`config.mk`:
```
export PLATFORM = sky130hd
export DESIGN_NAME = trap_ctrl
export DESIGN_NICKNAME = d
export VERILOG_FILES = /design/src/rtl/trap_ctrl_pkg.sv /design/src/rtl/trap_ctrl.sv
export SDC_FILE = /design/constraint.sdc
export NUM_CORES = 1
export LEC_CHECK = 0
export BUFFER_PORTS_ARGS = -buffer_cell sky130_fd_sc_hd__buf_2
export CAP_MARGIN = 20
export CELL_PAD_IN_SITES_DETAIL_PLACEMENT = 1
export CELL_PAD_IN_SITES_GLOBAL_PLACEMENT = 1
export CORE_AREA = 2 2 181 183
export CTS_CLUSTER_SIZE = 25
export DETAILED_ROUTE_END_ITERATION = 16
export DIE_AREA = 0 0 183 185
export HOLD_SLACK_MARGIN = 0.12
export PLACE_DENSITY = 0.72
export SYNTH_ARGS = -nofsm -noshare
export SYNTH_HDL_FRONTEND = slang
export SYNTH_SLANG_ARGS = --single-unit
```
`constraint.sdc`:
```
create_clock -name clk -period 1.9 [get_ports clk]
set_input_delay 0.19 -clock clk [delete_from_list [all_inputs] [get_ports clk]]
set_output_delay 0.19 -clock clk [all_outputs]
set_load 0.01 [all_outputs]
```
`src/rtl/trap_ctrl_pkg.sv`:
```
// Shared types and constants for the machine-mode trap sequencer.
// FSM state encoding, event kinds and mcause constants.
package trap_ctrl_pkg;

    localparam int unsigned XLEN    = 64;
    localparam int unsigned INT_BIT = XLEN - 1;

    localparam logic [3:0] CAUSE_EBREAK  = 4'd3;
    localparam logic [3:0] CAUSE_ECALL_M = 4'd11;
    localparam logic [3:0] CAUSE_MTI     = 4'd7;

    // Clears the two low bits of a pc or vector base.
    localparam logic [XLEN-1:0] ALIGN4_MASK = {{(XLEN-2){1'b1}}, 2'b00};

    typedef enum logic [1:0] {
        StIdle   = 2'd0,
        StDrain  = 2'd1,
        StUpdate = 2'd2,
        StRedir  = 2'd3
    } trap_state_e;

    typedef enum logic [1:0] {
        KindExc  = 2'd0,
        KindMret = 2'd1,
        KindIrq  = 2'd2
    } trap_kind_e;

    function automatic logic [XLEN-1:0] irq_mcause();
        logic [XLEN-1:0] c;
        c          = {{(XLEN-4){1'b0}}, CAUSE_MTI};
        c[INT_BIT] = 1'b1;
        return c;
    endfunction

endpackage

```
`src/rtl/trap_ctrl.sv`:
```
// Trap sequencer: accepts exception / mret / timer-interrupt events, drains, updates CSRs, redirects.
// Define TRAP_TIMER_IRQ_EN to enable the timer-interrupt path; otherwise the irq inputs are ignored.
module trap_ctrl
    import trap_ctrl_pkg::*;
(
    input  logic            clk,
    input  logic            rst_n,
    input  logic            exc_valid,
    input  logic [3:0]      exc_cause,
    input  logic [XLEN-1:0] exc_pc,
    input  logic            mret_valid,
    input  logic            irq_mtip,
    input  logic [XLEN-1:0] irq_pc,
    input  logic            irq_pc_valid,
    output logic            req_ready,
    input  logic            pipe_empty,
    input  logic            gIntEn,
    input  logic [XLEN-1:0] csr_mtvec,
    input  logic [XLEN-1:0] csr_mepc,
    output logic            csrUpdata,
    output logic [XLEN-1:0] mcause_n,
    output logic [XLEN-1:0] mepc_n,
    output logic            mstatus_n,
    output logic            stall,
    output logic            flush,
    output logic            redir_valid,
    output logic [XLEN-1:0] redir_pc,
    input  logic            redir_ready
);

    trap_state_e     state_q, state_d;
    trap_kind_e      kind_q;
    logic [XLEN-1:0] mcause_q;
    logic [XLEN-1:0] mepc_q;
    logic [XLEN-1:0] redir_pc_q;
    logic            mstatus_q;
    logic            irq_req;
    logic            accept;

`ifdef TRAP_TIMER_IRQ_EN
    assign irq_req = irq_mtip & gIntEn & irq_pc_valid & ~exc_valid & ~mret_valid;
`else
    logic unused_irq;
    assign unused_irq = ^{irq_mtip, irq_pc, irq_pc_valid, gIntEn};
    assign irq_req    = 1'b0;
`endif

    assign accept = (state_q == StIdle) & (exc_valid | mret_valid | irq_req);

    always_ff @(posedge clk or negedge rst_n) begin
        if (!rst_n) begin
            state_q <= StIdle;
        end else begin
            state_q <= state_d;
        end
    end

    always_comb begin
        state_d = state_q;
        unique case (state_q)
            StIdle:   if (accept)      state_d = StDrain;
            StDrain:  if (pipe_empty)  state_d = StUpdate;
            StUpdate:                  state_d = StRedir;
            StRedir:  if (redir_ready) state_d = StIdle;
            default:                   state_d = StIdle;
        endcase
    end

    always_comb begin
        req_ready   = 1'b0;
        stall       = 1'b0;
        csrUpdata   = 1'b0;
        flush       = 1'b0;
        redir_valid = 1'b0;
        unique case (state_q)
            StIdle:   req_ready = 1'b1;
            StDrain:  stall     = 1'b1;
            StUpdate: begin
                stall     = 1'b1;
                csrUpdata = 1'b1;
                flush     = 1'b1;
            end
            StRedir: begin
                stall       = 1'b1;
                redir_valid = 1'b1;
            end
            default: req_ready = 1'b0;
        endcase
    end

    // Next CSR values are captured at accept so later input changes cannot disturb the update.
    always_ff @(posedge clk or negedge rst_n) begin
        if (!rst_n) begin
            kind_q    <= KindExc;
            mcause_q  <= '0;
            mepc_q    <= '0;
            mstatus_q <= 1'b0;
        end else if (accept) begin
            if (exc_valid) begin
                kind_q    <= KindExc;
                mcause_q  <= {{(XLEN-4){1'b0}}, exc_cause};
                mepc_q    <= exc_pc & ALIGN4_MASK;
                mstatus_q <= 1'b1;
            end else if (mret_valid) begin
                kind_q    <= KindMret;
                mcause_q  <= '0;
                mepc_q    <= csr_mepc;
                mstatus_q <= 1'b0;
            end else begin
                kind_q    <= KindIrq;
                mcause_q  <= irq_mcause();
                mepc_q    <= irq_pc;
                mstatus_q <= 1'b1;
            end
        end
    end

    // Target is registered on the way into REDIR so it stays stable for the whole handshake.
    always_ff @(posedge clk or negedge rst_n) begin
        if (!rst_n) begin
            redir_pc_q <= '0;
        end else if (state_q == StUpdate) begin
            redir_pc_q <= (kind_q == KindMret) ? csr_mepc : (csr_mtvec & ALIGN4_MASK);
        end
    end

    assign mcause_n  = mcause_q;
    assign mepc_n    = mepc_q;
    assign mstatus_n = mstatus_q;
    assign redir_pc  = redir_pc_q;

endmodule

```
### Word level (Yosys, flattened, before mapping)

Cells that the tools add are included.

* register bits: 197
* input port bits: 269
* output and inout bits: 198
* logic and storage cells: 35

* equal/unequal tests: 7
* mux-type cells: 17
* bitwise operators: 2
* reductions and logical operators: 3

Operators by type and width (count)
* two-way mux 64 bit: 5
* two-way mux 2 bit: 5
* one-hot mux 2 bit (4 select lines): 1
* two-way mux 1 bit: 6
* inequality test 2 bit, second input constant: 3
* == test 2 x 1 -> 1 bit, second input constant: 2
* == test 2 bit, second input constant: 2
* AND reduction 3 bit: 1
* OR reduction 3 bit: 1
* zero test 2 bit: 1
* bitwise AND 1 bit: 1
* OR 1 bit: 1

### Depth between registers and ports, before layout

Gate-level depths: netlist of run 1.

* word-level depth: 4
* depth in mapped cells: 8
* gate-level depth less buffers: 5

### Least setup slack after synthesis of run 1

OpenSTA, ideal clock, no wires.

* kind: reg2reg
* start point: reg state_q[0]
* end point: reg mepc_q[10] (netlist: mepc_n[10])
* setup time: 137 ps
* arrival time: 1505 ps
* data required time: 1763 ps
* setup slack: 258 ps
* cell stages (with the launch flop): 9
* path buffers: 3
* cells stage by stage: dfrtp_1 -> inv_1 -> ha_1 -> buf_2 -> buf_2 -> clkbuf_1 -> nand3b_1 -> o21ai_0 -> a21oi_1

* cells in the longest elaborated chain, start to end: 2

RTL lines
* start, declared: line trap_ctrl.sv:31 `trap_state_e state_q, state_d;`
* start signal, assigned: line trap_ctrl.sv:52 `state_q <= StIdle;`
* start signal, assigned: line trap_ctrl.sv:54 `state_q <= state_d;`
* zero test 2 bit: line trap_ctrl.sv:48 `assign accept = (state_q == StIdle) & (exc_valid | mret_valid | irq_req);`
* bitwise AND 1 bit: line trap_ctrl.sv:48
* end signal, assigned: line trap_ctrl.sv:102 `mepc_q <= exc_pc & ALIGN4_MASK;`
* end signal, assigned: line trap_ctrl.sv:107 `mepc_q <= csr_mepc;`
* end signal, assigned: line trap_ctrl.sv:112 `mepc_q <= irq_pc;`
* end, declared: line trap_ctrl.sv:34 `logic [XLEN-1:0] mepc_q;`

No other way between the ends.
A chain may end at the register's enable or synchronous reset.

==> metrics, run 1 <==
outcome completed; Final ANT Viol Nets 0; share of layout cells above drive strength 1 0.313; Syn Inst Count 737; initial antenna violation count 1; Max Freq 528 MHz; CTS sink count 137; Core Util, Final 0.366; worst hold slack 0.166 ns; DR WL/cell 18.9 microns; drt drc 0; TritonCTS Buffers 17; EDFF count, synth 0; Die Span Y 185 microns; most common cell after layout, fill and taps aside buf_2; syn_area_per_cell 9.60 sq um; Buf/Inv on CP 2; routed via count 7788; pwr/cell area 1560 nW/um^2; fin crit share 0.996; Inst Count DP 1432; Starting Density 0.221; RSZ-0062 raised after global routing yes; fin cells 1664; crit-path max FO 32; drt via density 4.68; Slew Limit Headroom 0.614; Critical Path RT 2.21 ns; fin crit period 1.89 ns; Die Area 33900 sq um; Hold Fails Final Rpt 0; CP Launch Type flop; Clock Pin Slew Worst Setup and Hold Paths 0.06 ns; Max Transition Viols Final 0; Crit. End Element flop; total track usage 0.177; Synth Warn # 0; Post-Syn Area 7070 sq um; GRT overflow 0; die width 183 microns; Port-buffer cells 336; Worst R2R Start mcause_n[63]; global placement routability congestion 0.757; clk buf depth 2; aggregate routed wire length 31500 microns; FP Rows 66; Yosys reg bits 137; largest net degree at the start of global routing 72; CP Class reg2reg; async set or reset register ratio after synthesis 1.00; synth unique cells 26; Placeable Area 32000 sq um; final HPWL from detailed placement 18900 microns; most used flip-flop cell after synthesis dfrtp_1; Final #Nets 1516; worst min-delay path class in2reg; First-pass DRT Iterations 5; CTS HTree Levels 4; CP startpoint mcause_n[63]; worst-skew pair later-pin latency 0.43 ns; Max-Cap Viols 0; final total power 18.2 mW; VDD IR max 737 uV; crit-path cells nand2b_4, buf_12, mux2i_1, dlygate4sd3_1, a21oi_1; Top delay family on crit path buffers and inverters; first-pass GRT wire length 46800 microns; TritonCTS clock tree built; worst slew pin tran 0.580 ns; violation count after the first detailed-routing iteration 333; Slowest-stage cell, CP dlygate4sd3_1; slowest stage delay, CP 0.58 ns; Setup violations, final 0; vias in the first global route 8434; Seq/Total Area, Yosys 0.485; worst reg-to-reg setup slack 0.007 ns; Leak 5.47 nW; CTS root buf clkbuf_16; most frequent cells in the layout 334 x buf_2, 196 x dlygate4sd3_1, 137 x dfrtp_1, 125 x a21oi_1, 66 x nor2_1; Setup Skew 0.00827 ns; synth-to-layout area growth 65.7%; hold_sp pipe_empty; Top Ports 467; Worst EP arrival 2.20 ns
-- flip-flops by register name, indices dropped and copies added, names as in the netlist --
name,flops
redir_pc,64
state_q,2
mstatus_n,1
mcause_n,5
kind_q,1
mepc_n,64
-- stage by stage --
| step | setup TNS (ns) | area [sq um] | setup slack [ns] |
|---|---|---|---|
| after floorplan | 0 | 7290 | 0.258 |
| after global placement | 0 | 9040 | 0.181 |
| after detailed placement | 0 | 9040 | 0.120 |
| after CTS | 0 | 11700 | 0.00293 |
| after global routing | -0.374 | 11700 | -0.0542 |
| final | 0 | 11700 | 0.00745 |
-- synth_stat cells, types with 4 or more instances --
cell type	count	area, sq um
dfrtp_1	137	3430
a21oi_1	125	626
buf_4	69	518
nor2_1	66	248
o22ai_1	65	407
mux2i_1	62	621
o21ai_0	62	310
nand3b_1	61	458
clkbuf_1	41	154
buf_2	13	65.1
inv_1	7	26.3
nand2_1	6	22.5
a22o_1	4	35.0
ha_1	4	50.1
-- metal layers --
| layer | global-route usage | vias to the layer above | routed length [microns] |
|---|---|---|---|
| met4 | 0.0656 | 0 | 874 |
| met2 | 0.328 | 320 | 16500 |
| met1 | 0.194 | 3871 | 12400 |
| met3 | 0.0472 | 54 | 1780 |
| met5 | 0 | - | 0 |
| li1 | - | 3543 | - |
-- where the power goes --
group	switching (mW)	internal, mW	total (mW)
Sequential	0.992	4.40	5.40
Clock	1.37	2.36	3.73
Combinational	5.09	4.03	9.12
-- kinds of logic (layout without fill, tap and decap cells) --
group	after synthesis	after routing	share of synthesized area
AOI/OAI and AO/OA	263	263	0.203
adders and majority gates	4	4	0.00708
buffers and inverters	132	592	0.109
DFF	137	137	0.485
muxes	63	63	0.0893
other	1	60	0.000530
and+or+nand+nor	137	137	0.107
-- final timing paths --
check | end | cells past startpoint
worst max register to register | redir_pc[4] | 5
worst min-delay path | state_q[0] | 4
max in group asynchronous | mepc_n[40] | 3
worst min register to register | mstatus_n | 2
min in group asynchronous | redir_pc[42] | 3
worst max-delay path | redir_pc[4] | 5
-- final cells by class --
cell class,count,area [sq um]
clock inverter,12,199
sequential,137,3430
antenna,1,2.50
timing repair buffer,553,3980
inverter,8,30.0
tap,408,510
clock buffer,19,443
fill,3733,20300
multi-input combinational,526,3130
-- what timing repair did --
action                                  4_1_cts  5_1_grt
hold buffers                                196        0
pin swaps                                     1        0
resized for setup                             1        3
setup buffers                                 2        0
gates cloned                                  0        2
endpoints found under the setup margin        4       24
hold endpoints to repair                    270        0
-- tightest hold or removal path, cell delays in order --
cell and delay [ns]:
buf_2 0.08, inv_1 0.04, a22oi_1 0.16, a2bb2oi_1 0.08
Note: power is estimated with default switching activity, not from simulation.
==> inputs of run 2 (changes only) <==
--- a/config.mk
+++ b/config.mk
@@ -9,10 +9,10 @@
 export CAP_MARGIN = 20
 export CELL_PAD_IN_SITES_DETAIL_PLACEMENT = 1
 export CELL_PAD_IN_SITES_GLOBAL_PLACEMENT = 1
-export CORE_AREA = 2 2 181 183
+export CORE_AREA = 3 3 182 184
 export CTS_CLUSTER_SIZE = 25
 export DETAILED_ROUTE_END_ITERATION = 16
-export DIE_AREA = 0 0 183 185
+export DIE_AREA = 0 0 185 187
 export HOLD_SLACK_MARGIN = 0.12
 export PLACE_DENSITY = 0.72
 export SYNTH_ARGS = -nofsm -noshare
==> run 2 against run 1 <==
  * Sequential share of layout area down 0.068 points
  * Clock skew up 0.0023 ns
  * Die area up 2.2%
  * Critical path type unchanged
  * Largest power group unchanged
  * Critical path depth up 2
  * Maximum frequency up 4.4%
  * Via count up 1.4%
==> metrics, run 2 (same netlist as run 1, synthesis figures left out) <==
outcome completed (unchanged); most frequent cells in the layout 334 x buf_2, 190 x dlygate4sd3_1, 137 x dfrtp_1, 125 x a21oi_1, 66 x nor2_1 (was 334 x buf_2, 196 x dlygate4sd3_1, 137 x dfrtp_1, 125 x a21oi_1, 66 x nor2_1); CTS sink count 137 (unchanged); CP Launch Type flop (unchanged); Buf/Inv on CP 3 (was 2); combinational share of power 0.483 (was 0.500); Flop pwr share 0.299 (was 0.296); met1 Resource Use GR 0.206 (was 0.194); Setup violations, final 0 (unchanged); worst min-delay path class in2reg (unchanged); pwr/cell area 1550 nW/um^2 (was 1560 nW/um^2); CTS HTree Levels 4 (unchanged); fin cells 1659 (was 1664); Hold Fails Final Rpt 0 (unchanged); GRT Max-Usage Layer met2 (unchanged); drt via density 4.76 (was 4.68); TNS Setup 0 ns (unchanged); First-pass DRT Iterations 5 (unchanged); crit-path max FO 56 (was 32); Final #Nets 1515 (was 1516); Placeable Area 31600 sq um (was 32000 sq um); Die Span Y 187 microns (was 185 microns); DR WL/cell 20.0 microns (was 18.9 microns); CTS root buf clkbuf_16 (unchanged); TritonCTS clock tree built (unchanged); Port-buffer cells 336 (unchanged); Max-Cap Viols 0 (unchanged); aggregate routed wire length 33200 microns (was 31500 microns); worst-skew pair later-pin latency 0.43 ns (about the same); Setup Skew 0.0105 ns (was 0.00827 ns); largest net degree at the start of global routing 69 (was 72); Sw Pwr 7.49 mW (was 7.45 mW); M3 GR Usage 0.0440 (was 0.0472); final total power 18.2 mW (about the same); TritonCTS Buffers 17 (unchanged); Inst Count DP 1432 (unchanged); most common cell after layout, fill and taps aside buf_2 (unchanged); Max Freq 551 MHz (was 528 MHz); crit-path cells inv_1, ha_4, buf_4, nand2_2, buf_12, o22ai_1, a21oi_1 (was nand2b_4, buf_12, mux2i_1, dlygate4sd3_1, a21oi_1); Slew Limit Headroom 0.541 (was 0.614); slowest stage delay, CP 0.43 ns (was 0.58 ns); fin crit period 1.81 ns (was 1.89 ns); Max Transition Viols Final 0 (unchanged); Slowest-stage cell, CP dfrtp_1 (was dlygate4sd3_1); global placement routability congestion 0.785 (was 0.757); drt drc 0 (unchanged); Final ANT Viol Nets 0 (unchanged); Critical Path RT 2.22 ns (was 2.21 ns); clk buf depth 2 (unchanged); FP Rows 65 (was 66); worst slack, placed 0.0949 ns (was 0.120 ns); routed via count 7897 (was 7788); switching share of total power 0.412 (was 0.409); first-pass GRT wire length 50900 microns (was 46800 microns); CP Class reg2reg (unchanged); setup ws final 0.0865 ns (was 0.00745 ns); synth-to-layout area growth 66.1% (was 65.7%); Clock power frac 0.218 (was 0.204); worst slew pin tran 0.681 ns (was 0.580 ns); vias in the first global route 9009 (was 8434); initial antenna violation count 2 (was 1); total track usage 0.187 (was 0.177); Crit. End Element flop (unchanged); VDD IR max 633 uV (was 737 uV); violation count after the first detailed-routing iteration 338 (was 333); Clock Pin Slew Worst Setup and Hold Paths 0.06 ns (about the same); final HPWL from detailed placement 19500 microns (was 18900 microns); Top delay family on crit path buffers and inverters (unchanged); Core Util, Final 0.372 (was 0.366); Top Ports 467 (unchanged); Die Area 34600 sq um (was 33900 sq um); Starting Density 0.224 (was 0.221); internal power 10.7 mW (was 10.8 mW); worst reg-to-reg setup slack 0.09 ns (was 0.007 ns); Worst EP arrival 2.14 ns (was 2.20 ns); fin crit share 0.954 (was 0.996); share of layout cells above drive strength 1 0.318 (was 0.313); RSZ-0062 raised after global routing no (was yes); GRT met2 Usage 0.343 (was 0.328); GRT overflow 0 (unchanged); Leak 5.48 nW (was 5.47 nW); die width 185 microns (was 183 microns)
-- run 2: layout make-up --
type                    instances  area, sq um
flip-flops and latches        137         3430
diodes                          2         5.00
clock buffers                  21          470
clock inverters                11          216
multi-input cells             526         3130
repair buffers                552         3970
fillers                      3666        19800
inverters                       8         30.0
well taps                     402          503
-- run 2: worst min-delay path: stages --
cell and delay [ns]:
buf_2 0.10, mux2i_1 0.07, a21oi_1 0.15
-- run 2: through the flow --
step	hold WS (ns)	area, sq um
2_1_floorplan	-0.106	7290
3_3_place_gp	0.196	9090
3_5_place_dp	0.187	9090
4_1_cts	0.127	11700
5_1_grt	0.135	11700
6_report	0.141	11700
-- run 2: power by group through the flow --
stage          Sequential (mW)  Combinational [mW]  Clock [mW]
2_1_floorplan             5.93                4.06           0
3_3_place_gp              5.27                7.73           0
3_5_place_dp              5.35                7.99           0
4_1_cts                   5.33                8.54        4.07
5_1_grt                   5.62                9.59        4.21
6_report                  5.42                8.78        3.96
-- run 2: final timing paths --
check	start	endpoint	cells past startpoint
worst max-delay path	state_q[1]	mepc_n[49]	7
worst min-delay path	csr_mepc[31]	redir_pc[31]	3
min in group asynchronous	rst_n	redir_pc[36]	2
worst max register to register	state_q[1]	mepc_n[49]	7
worst min register to register	mstatus_n	mstatus_n	2
max in group asynchronous	rst_n	mepc_n[3]	3
-- run 2: layer usage --
metal  part of all wire  wire (microns)
met5                  0               0
met1               0.38           12700
met2               0.52           17400
met4              0.032            1080
met3              0.060            1990
-- run 2: timing repair --
action,in CTS,in global routing
gates cloned,1,0
hold buffers,190,0
hold endpoints to repair,174,0
pin swaps,1,0
setup endpoints to repair,4,6
setup buffers,2,0
gates resized for setup,1,4
==> inputs of run 3 (changes only) <==
--- a/config.mk
+++ b/config.mk
@@ -5,16 +5,19 @@
 export SDC_FILE = /design/constraint.sdc
 export NUM_CORES = 1
 export LEC_CHECK = 0
+export ABC_AREA = 1
 export BUFFER_PORTS_ARGS = -buffer_cell sky130_fd_sc_hd__buf_2
 export CAP_MARGIN = 20
 export CELL_PAD_IN_SITES_DETAIL_PLACEMENT = 1
 export CELL_PAD_IN_SITES_GLOBAL_PLACEMENT = 1
-export CORE_AREA = 3 3 182 184
+export CORE_AREA = 3 3 180 182
 export CTS_CLUSTER_SIZE = 25
 export DETAILED_ROUTE_END_ITERATION = 16
-export DIE_AREA = 0 0 185 187
+export DIE_AREA = 0 0 183 185
 export HOLD_SLACK_MARGIN = 0.12
-export PLACE_DENSITY = 0.72
+export MAX_ROUTING_LAYER = met4
+export PLACE_DENSITY = 0.79
+export SLEW_MARGIN = 20
 export SYNTH_ARGS = -nofsm -noshare
 export SYNTH_HDL_FRONTEND = slang
 export SYNTH_SLANG_ARGS = --single-unit
==> run 3 against run 2 <==
  * Sequential power decreased by 2%
  * Register-to-register slack improved by 0.02 ns
  * Cell count increased by 20%
  * Synthesized area grew 5.2%
  * Hold slack improved by 0.018 ns
  * Die area is 2.1% lower
  * First-iteration DRC count up 4.4%
  * Largest cell class unchanged
==> metrics, run 3 <==
outcome completed (unchanged); synth unique cells 18 (was 26); fin cells 1984 (was 1659); share of layout cells above drive strength 1 0.258 (was 0.318); Post-CTS Repair Setup Buffers 0 (was 2); Hold Fails Final Rpt 0 (unchanged); # fillers 3878 (was 3666); vias in the first global route 10400 (was 9009); Crit. End Element flop (unchanged); Max Transition Viols Final 0 (unchanged); TNS Setup 0 ns (unchanged); drt via density 4.59 (was 4.76); Die Area 33900 sq um (was 34600 sq um); Post-Syn Area 7440 sq um (was 7070 sq um); aggregate routed wire length 37500 microns (was 33200 microns); worst slew pin tran 0.568 ns (was 0.681 ns); violation count after the first detailed-routing iteration 353 (was 338); area leader, netlist dfrtp_1 (unchanged); worst-skew pair later-pin latency 0.42 ns (was 0.43 ns); first-pass GRT wire length 57100 microns (was 50900 microns); Port-buffer cells 336 (unchanged); CTS HTree Levels 4 (unchanged); RSZ-0062 raised after global routing no (unchanged); Final #Nets 1838 (was 1515); Inst Count DP 1762 (was 1432); VDD IR max 721 uV (was 633 uV); Synth Warn # 0 (unchanged); CP Launch Type flop (unchanged); clk buf depth 2 (unchanged); CTS root buf clkbuf_16 (unchanged); routed via count 9097 (was 7897); Slew Limit Headroom 0.621 (was 0.541); Yosys reg bits 137 (unchanged); Leak 6.46 nW (was 5.48 nW); worst min-delay path class in2reg (unchanged); total track usage 0.225 (was 0.187); First-pass DRT Iterations 4 (was 5); most frequent cells in the layout 337 x nand2_1, 335 x buf_2, 250 x nor2_1, 180 x dlygate4sd3_1, 137 x dfrtp_1 (was 334 x buf_2, 190 x dlygate4sd3_1, 137 x dfrtp_1, 125 x a21oi_1, 66 x nor2_1); GRT overflow 0 (unchanged); Starting Density 0.242 (was 0.224); Syn Inst Count 1060 (was 737); CTS sink count 137 (unchanged); TritonCTS Buffers 17 (unchanged); Worst R2R Start state_q[0] (was state_q[1]); largest net degree at the start of global routing 52 (was 69); DR WL/cell 18.9 microns (was 20.0 microns); fin crit period 1.79 ns (was 1.81 ns); syn_area_per_cell 7.02 sq um (was 9.60 sq um); die width 183 microns (was 185 microns); Setup Skew 0.00727 ns (was 0.0105 ns); final HPWL from detailed placement 22100 microns (was 19500 microns); CP Class reg2reg (unchanged); most common cell after layout, fill and taps aside nand2_1 (was buf_2); Worst EP arrival 2.15 ns (was 2.14 ns); drt drc 0 (unchanged); synth-to-layout area growth 60.4% (was 66.1%); Max Freq 557 MHz (was 551 MHz); worst hold slack 0.159 ns (was 0.141 ns); area fraction of the dominant cell type after synthesis 0.461 (was 0.485); initial antenna violation count 8 (was 2); Placeable Area 30700 sq um (was 31600 sq um); CP startpoint state_q[0] (was state_q[1]); Commonest cells post-synth 337 x nand2_1, 250 x nor2_1, 137 x dfrtp_1 (was 137 x dfrtp_1, 125 x a21oi_1, 69 x buf_4); TritonCTS clock tree built (unchanged); async set or reset register ratio after synthesis 1.00 (unchanged); most used flip-flop cell after synthesis dfrtp_1 (unchanged); Final ANT Viol Nets 0 (unchanged); count leader, synth nand2_1 (was dfrtp_1); Critical Path RT 2.25 ns (was 2.22 ns); Die Span Y 185 microns (was 187 microns); Register Area 3430 sq um (unchanged); FP Rows 64 (was 65); Max-Cap Viols 0 (unchanged); Clock Pin Slew Worst Setup and Hold Paths 0.06 ns (about the same); crit-path max FO 37 (was 56); EDFF count, synth 0 (unchanged); Top Ports 467 (unchanged); global placement routability congestion 0.853 (was 0.785); fin crit share 0.945 (was 0.954); hold_sp exc_pc[57] (was csr_mepc[31]); pwr/cell area 1430 nW/um^2 (was 1550 nW/um^2); Setup violations, final 0 (unchanged); Seq/Total Area, Yosys 0.461 (was 0.485); synth top area cells dfrtp_1 46%, nand2_1 17%, nor2_1 13% (was dfrtp_1 48%, a21oi_1 8.8%, mux2i_1 8.8%); area taken by multi-input logic gates 3200 sq um (was 3130 sq um)
==> run 3: cell count changes in the layout (fill, tap and decap cells not counted), moves of 64 or more <==
cell and delta:
a21oi_1 -125, inv_1 +64, nand2_1 +332, nand3_1 +64, nor2_1 +184, o22ai_1 -65
==> run 3: per-layer routing <==
layer / track usage / vias to the layer above / routed length, microns
met3: 0.0352 / 158 / 1810
met2: 0.399 / 427 / 19700
met4: 0.160 / 0 / 2570
li1: - / 4113 / -
met5: - / - / 0
met1: 0.226 / 4399 / 13400
==> run 3: worst paths after layout <==
| check | end | slack, ns | cells after the start |
|---|---|---|---|
| max reg2reg | redir_pc[49] | 0.11 | 7 |
| max | redir_pc[49] | 0.11 | 7 |
| max in group asynchronous | redir_pc[39] | 0.92 | 3 |
| min | mepc_n[57] | 0.16 | 5 |
| min in group asynchronous | mepc_n[21] | 0.34 | 2 |
| min reg2reg | redir_pc[22] | 0.48 | 2 |
==> run 3: per-stage QoR <==
stage | power [mW] | utilization | worst slack, ns | cell area [sq um]
6_report | 17.1 | 0.388 | 0.105 | 11900
5_1_grt | 18.4 | 0.388 | 0.0214 | 11900
4_1_cts | 16.9 | 0.386 | 0.0219 | 11900
3_5_place_dp | 13.0 | 0.308 | 0.249 | 9480
3_3_place_gp | 12.7 | 0.308 | 0.321 | 9480
2_1_floorplan | 9.46 | - | 0.397 | 7660
==> run 3: final cells by class <==
class                   count  area share
repair buffers            549       0.327
flip-flops and latches    137       0.287
clock buffers              24      0.0421
multi-input cells         785       0.268
well taps                 396      0.0415
diodes                     11     0.00231
inverters                  75      0.0236
clock inverters             7     0.00755
==> run 3: kinds of logic (layout without fill, tap and decap cells) <==
kind of cell | Yosys count | after routing | share of synthesized area
and+or+nand+nor | 654 | 654 | 0.342
AOI/OAI and AO/OA | 68 | 68 | 0.0469
adders and majority gates | 4 | 4 | 0.00673
other | 1 | 70 | 0.000504
DFF | 137 | 137 | 0.461
buffers and inverters | 196 | 655 | 0.143
==> run 3: critical path: stages, from the launching register on <==
cell and delay, ns:
dfrtp_1 0.42, inv_2 0.08, ha_4 0.19, inv_2 0.08, buf_12 0.22, nand2_1 0.08, o21ai_1 0.09, dlygate4sd3_1 0.56
==> run 3: what timing repair did <==
item / in CTS / in global routing
gates resized for setup: 0 / 7
hold buffers: 180 / 0
endpoints found under the setup margin: 0 / 3
hold endpoints to repair: 171 / 0
==> run 3: power by group <==
group | switching, mW | internal [mW] | leakage (nW)
clock network | 1.33 | 2.10 | 0.288
registers | 0.867 | 4.42 | 1.63
logic | 5.22 | 3.17 | 4.54
